===== src/rtl/data_mem_copy_engine_pkg.sv =====
// Package dmem_pkg: shared types and constants for the data memory copy engine.
//   MEM_BASE / MEM_TOP : legal data RAM address window
//   addr_t             : 8-bit data memory address
//   state_t            : copy engine FSM states
package dmem_pkg;

  localparam int unsigned MEM_BASE = 64;
  localparam int unsigned MEM_TOP  = 127;

  typedef logic [7:0] addr_t;

  typedef enum logic [2:0] {
    IDLE,
    CHECK,
    RD,
    WR,
    DONE
  } state_t;

endpackage


===== src/rtl/data_mem_copy_engine_range_check.sv =====
// dmem_range_check: combinational window check for one block of bytes.
//   base_i     : first byte address of the block
//   len_i      : byte count (block assumed non-empty by the caller)
//   in_range_o : 1 when base_i .. base_i+len_i-1 lies within BASE..TOP
// The end address is formed in 9 bits so blocks running past 255 are caught.
module dmem_range_check
  import dmem_pkg::*;
#(
  parameter int unsigned BASE  = MEM_BASE,
  parameter int unsigned TOP   = MEM_TOP,
  parameter int unsigned LEN_W = 7
) (
  input  addr_t            base_i,
  input  logic [LEN_W-1:0] len_i,
  output logic             in_range_o
);

  logic [8:0] last;

  always_comb begin
    last       = {1'b0, base_i} + 9'(len_i) - 9'd1;
    in_range_o = ({1'b0, base_i} >= 9'(BASE)) && (last <= 9'(TOP));
  end

endmodule


===== src/rtl/data_mem_copy_engine.sv =====
// data_mem_copy_engine: ascending byte block copy inside the data RAM window.
// Ports:
//   clk, rst_n      : clock (rising edge), asynchronous active-low reset
//   start           : one-cycle request, accepted only in IDLE
//   src_addr/dst_addr/len : block description latched on an accepted start
//   read_data       : registered RAM read data (valid the cycle after a read)
//   data_address, write_data, write_enable : RAM initiator port
//   busy, done, error : status; done/error are one-cycle pulses
//   checksum        : modulo-256 sum of written bytes (DATA_MEM_COPY_CHECKSUM_EN only)
// Optional feature macro: DATA_MEM_COPY_CHECKSUM_EN.
module data_mem_copy_engine
  import dmem_pkg::*;
#(
  parameter int unsigned MEM_BASE = dmem_pkg::MEM_BASE,
  parameter int unsigned MEM_TOP  = dmem_pkg::MEM_TOP,
  parameter int unsigned LEN_W    = 7
) (
  input  logic             clk,
  input  logic             rst_n,
  input  logic             start,
  input  logic [7:0]       src_addr,
  input  logic [7:0]       dst_addr,
  input  logic [LEN_W-1:0] len,
  input  logic [7:0]       read_data,
  output logic [7:0]       data_address,
  output logic [7:0]       write_data,
  output logic             write_enable,
  output logic             busy,
  output logic             done,
  output logic             error
`ifdef DATA_MEM_COPY_CHECKSUM_EN
  ,
  output logic [7:0]       checksum
`endif
);

  state_t           state_q, state_d;
  addr_t            src_q, dst_q;
  logic [LEN_W-1:0] rem_q;
  logic             src_ok, dst_ok;
  logic             accept;

  assign accept = (state_q == IDLE) && start;

  dmem_range_check #(.BASE(MEM_BASE), .TOP(MEM_TOP), .LEN_W(LEN_W)) u_src_chk (
    .base_i    (src_q),
    .len_i     (rem_q),
    .in_range_o(src_ok)
  );

  dmem_range_check #(.BASE(MEM_BASE), .TOP(MEM_TOP), .LEN_W(LEN_W)) u_dst_chk (
    .base_i    (dst_q),
    .len_i     (rem_q),
    .in_range_o(dst_ok)
  );

  always_ff @(posedge clk or negedge rst_n) begin
    if (!rst_n) state_q <= IDLE;
    else        state_q <= state_d;
  end

  // A zero-length request still passes through DONE so its latency matches 2+2*len.
  always_comb begin
    state_d = state_q;
    unique case (state_q)
      IDLE:  if (start) state_d = CHECK;
      CHECK: begin
        if (rem_q == '0)            state_d = DONE;
        else if (!(src_ok && dst_ok)) state_d = IDLE;
        else                        state_d = RD;
      end
      RD:    state_d = WR;
      WR:    state_d = (rem_q == LEN_W'(1)) ? DONE : RD;
      DONE:  state_d = IDLE;
      default: state_d = IDLE;
    endcase
  end

  // Outputs decode the state directly so reset forces write_enable low at once.
  always_comb begin
    data_address = '0;
    write_data   = '0;
    write_enable = 1'b0;
    done         = 1'b0;
    error        = 1'b0;
    busy         = (state_q != IDLE);
    unique case (state_q)
      CHECK: error = (rem_q != '0) && !(src_ok && dst_ok);
      RD:    data_address = src_q;
      WR: begin
        data_address = dst_q;
        write_data   = read_data;
        write_enable = 1'b1;
      end
      DONE:  done = 1'b1;
      default: ;
    endcase
  end

  always_ff @(posedge clk or negedge rst_n) begin
    if (!rst_n) begin
      src_q <= '0;
      dst_q <= '0;
      rem_q <= '0;
    end else if (accept) begin
      src_q <= src_addr;
      dst_q <= dst_addr;
      rem_q <= len;
    end else if (state_q == WR) begin
      src_q <= src_q + 8'd1;
      dst_q <= dst_q + 8'd1;
      rem_q <= rem_q - LEN_W'(1);
    end
  end

`ifdef DATA_MEM_COPY_CHECKSUM_EN
  logic [7:0] checksum_q;

  always_ff @(posedge clk or negedge rst_n) begin
    if (!rst_n)               checksum_q <= '0;
    else if (accept)          checksum_q <= '0;
    else if (state_q == WR)   checksum_q <= checksum_q + read_data;
  end

  assign checksum = checksum_q;
`endif

endmodule


===== config.mk =====
export PLATFORM = sky130hd
export DESIGN_NAME = data_mem_copy_engine
export DESIGN_NICKNAME = d
export VERILOG_FILES = /design/src/rtl/data_mem_copy_engine_pkg.sv /design/src/rtl/data_mem_copy_engine_range_check.sv /design/src/rtl/data_mem_copy_engine.sv
export SDC_FILE = /design/constraint.sdc
export NUM_CORES = 1
export LEC_CHECK = 0
export BUFFER_PORTS_ARGS = -buffer_cell sky130_fd_sc_hd__buf_4
export CORE_ASPECT_RATIO = 1.25
export CORE_MARGIN = 4
export CORE_UTILIZATION = 45
export DETAILED_ROUTE_END_ITERATION = 8
export PLACE_DENSITY = 0.7
export SYNTH_ARGS = -nofsm -noshare
export SYNTH_HDL_FRONTEND = slang
export SYNTH_HIERARCHICAL = 1
export SYNTH_SLANG_ARGS = --single-unit

===== constraint.sdc =====
create_clock -name clk -period 3.35 [get_ports clk]
set_clock_uncertainty 0.2 [all_clocks]
set_input_delay 0.335 -clock clk [delete_from_list [all_inputs] [get_ports clk]]
set_output_delay 0.335 -clock clk [all_outputs]
set_load 0.05 [all_outputs]

==> flow_metrics.env <==
export IMPL_yosys_warnings=6
export IMPL_start_util_pct=47.3
export IMPL_finalSetupViolations=0
export IMPL_synth_async_reset_ratio_pct=100
export IMPL_rows=29
export IMPL_cts_buffer_depth=2
export IMPL_maxCapViolCount=0
export IMPL_required_ns=2.81
export IMPL_peakVddDrop_mv=0.455
export IMPL_synth_top_area_share_pct=26.5
export IMPL_crit_family="adder cells"
export IMPL_area_delta_synth_final_pct=23.3
export IMPL_synth_ff_type="dfrtp_1"
export IMPL_post_dp_cell_area_sq_mm=0.00290
export IMPL_die_w_um=74.0
export IMPL_max_slew_margin_pct=46.5
export IMPL_critPathSlowestCell="dfrtp_1"
export IMPL_grt_pass1_wl_um=10100
export IMPL_hold_viol=0
export IMPL_tns_ns=0
export IMPL_grt_max_degree=34
export IMPL_cpPeakStageDelay_ns=0.41
export IMPL_cts_htree_levels=1
export IMPL_p_clk_share_pct=6.1
export IMPL_fin_nets=426
export IMPL_worst_pin_slew_ns=0.802
export IMPL_p_comb_share_pct=70.0
export IMPL_fill_cells=473
export IMPL_vias_per_cell=5.28
export IMPL_grt_overflow_total=0
export IMPL_diodes=0
export IMPL_p_leak_nw=1.54
export IMPL_drt_initial_drc_count=102
export IMPL_fmax_mhz=310
export IMPL_grt_pass1_vias=2199
export IMPL_rsz0062_at_grt="false"
export IMPL_grt_antenna_before_repair=0
export IMPL_path_cells="inv_1 > ha_1 > inv_1 > ha_1 > fa_1 > nand3_1 > a21oi_1 > or3_1 > a22oi_2 > a21boi_1 > buf_4"
export IMPL_instances_no_fill=418
export IMPL_switching_share_pct=52.8
export IMPL_place_inst=408
export IMPL_io_pins=54
export IMPL_critical_path_class="reg2out"
export IMPL_drt_wl_total_um=6020
export IMPL_avgSynthCellArea_sq_um=8.21
export IMPL_power_density_mw_per_mm2=1030
export IMPL_status="completed"
export IMPL_internal_power_w=0.00147
export IMPL_cts_sink_count=26
export IMPL_synth_nets=367
export IMPL_clock_latency_ns=0.28
export IMPL_maxSlewViolCount=0
export IMPL_vias=2209
export IMPL_crit_buf_inv=3
export IMPL_yosysSeqAreaShare_pct=26.5
export IMPL_period_share_pct=96.3
export IMPL_cts_made_buffers=3
export IMPL_net_switching_power_w=0.00164
export IMPL_path_max_fanout=5
export IMPL_synth_edf_count=0
export IMPL_routedWlPerCell_um=14.4
export IMPL_cts_root_buf="clkbuf_8"
export IMPL_p_total_w=0.00311
export IMPL_portBuffers=53
export IMPL_cts_tree="built"
export IMPL_hp_class="in2reg"
export IMPL_ys_top_cells_by_area="dfrtp_1, ha_1, inv_1"
export IMPL_die_area_sq_mm=0.00671
export IMPL_place_congestion=0.847
export IMPL_worstPathArrival_ns=2.69
export IMPL_hpwl_um=4700
export IMPL_synthCells=299
export IMPL_hold_worst_slack_ns=0.0466
export IMPL_dr_pass1_iters=4
export IMPL_final_design_area_no_fill_sq_mm=0.00303
export IMPL_yosysTopAreaCell="dfrtp_1"
export IMPL_drcViolationCount=0
export IMPL_cp_end_kind="output port"
export IMPL_synth_cell_types=44
export IMPL_layout_min_cycle_time_ns=3.22
export IMPL_cp_start_kind="flip-flop"
export IMPL_synth_seq_cells=26
export IMPL_track_usage_pct=18.9
export IMPL_path_clk_slew_ns=0.10
export IMPL_die_h_um=90.6
export IMPL_fp_coreArea_sq_mm=0.00519
export IMPL_drive_gt1_share_pct=23.3
export IMPL_synth_area_sq_mm=0.00245
export IMPL_pwr_share_seq_pct=23.8
export IMPL_ant_nets=0
[Yosys cell counts, types with 2 or more instances]
library cell	count
a21oi_1	12
nor3_1	7
mux2i_1	8
or4_1	2
and2_1	8
buf_2	6
nor4_1	3
nand2_1	30
nand2b_1	3
xor2_1	6
or3_1	2
fa_1	2
a221o_1	3
xnor2_1	10
a21o_1	2
nand3_1	6
nor2_1	19
a211oi_2	3
nand4_1	6
ha_1	32
o21ai_0	15
dfrtp_1	26
o21ai_1	3
o311ai_0	2
a22oi_1	4
nor4_4	2
inv_1	60
[power groups by stage]
stage | clock network [W] | logic, W | registers, W
finish | 0.000191 | 0.00218 | 0.000741
global route | 0.000206 | 0.00246 | 0.000770
CTS | 0.000193 | 0.00206 | 0.000744
detailed placement | 0 | 0.00204 | 0.000750
global placement | 0 | 0.00200 | 0.000742
floorplan | 0 | 0.00165 | 0.000622
[cell type report]
type | instances | area (sq um) | share of cell area, %
multi-input cells | 203 | 1550 | 51.1
inverters | 61 | 229 | 7.57
flip-flops and latches | 26 | 656 | 21.7
well taps | 62 | 77.6 | 2.56
repair buffers | 63 | 475 | 15.7
clock buffers | 3 | 41.3 | 1.36
[worst reg2reg max path, stage by stage, from the launching register on]
cell and delay [ns]:
dfrtp_1 0.41, inv_1 0.06, ha_1 0.26, inv_1 0.04, ha_1 0.21, fa_1 0.38, nand3_1 0.09, a21oi_1 0.09
or3_1 0.37, a22oi_2 0.20, a31o_1 0.19
[cells in the final DEF, fill, tap and decap left out, drive strengths merged, types with 4 or more instances in the layout]
cell and n:
a21oi 12, xnor2 10, a22oi 4, ha 32
mux2i 8, xor2 6, buf 62, nor3 7
nand4 6, nor2 20, and2 8, nor4 5
inv 61, nand3 6, nand2 30, dfrtp 26
o21ai 18
[metal layers]
layer	vias up	wire length [um]	track usage (%)
met5	-	0	0
met4	0	120	5.74
met3	9	352	3.01
met2	79	2860	30.8
met1	1014	2690	25.2
li1	1107	-	-
[kinds of logic (layout without fill, tap and decap cells)]
logic type               count (synthesis)  in the layout  share of synthesized area (%)
buffers and inverters                   70            127                           11.5
flip-flops                              26             26                           26.5
adder cells (fa/ha/maj)                 34             34                           17.9
multiplexers                             8              8                           3.26
AO/OA/AOI/OAI                           50             50                           13.4
XOR/XNOR                                16             16                           5.71
AND/OR/NAND/NOR                         95             95                           21.7
[state kept, by name, indices dropped and copies added, names as in the netlist]
register  cells
dst_q         8
src_q         8
rem_q         7
state_q       3
[per-stage QoR]
| step | utilization [%] | setup WS (ns) |
|---|---|---|
| after detailed placement | 55.9 | 0.353 |
| final | 58.3 | 0.126 |
| after CTS | 56.9 | 0.0218 |
| after global routing | 58.3 | 0.0158 |
| after global placement | 55.9 | 0.366 |
| after floorplan | - | 0.306 |
[final timing paths]
path                            slack (ns)         from  cells after the start         end
worst max-delay path                  0.13     rem_q[1]                     11       error
worst min-delay path                  0.05  dst_addr[6]                      3    dst_q[6]
worst max register to register        0.78     rem_q[1]                     10  state_q[1]
worst min register to register        0.35     rem_q[6]                      1  state_q[2]
max in group asynchronous             2.36        rst_n                      2    src_q[1]
min in group asynchronous             0.30        rst_n                      2    dst_q[7]
[what timing repair did]
action	CTS	global route
setup endpoints to repair	0	1
hold buffers	1	0
buffers inserted	0	6
gates resized for setup	0	9
hold endpoints to repair	26	0
Note: power is estimated with default switching activity, not from simulation.
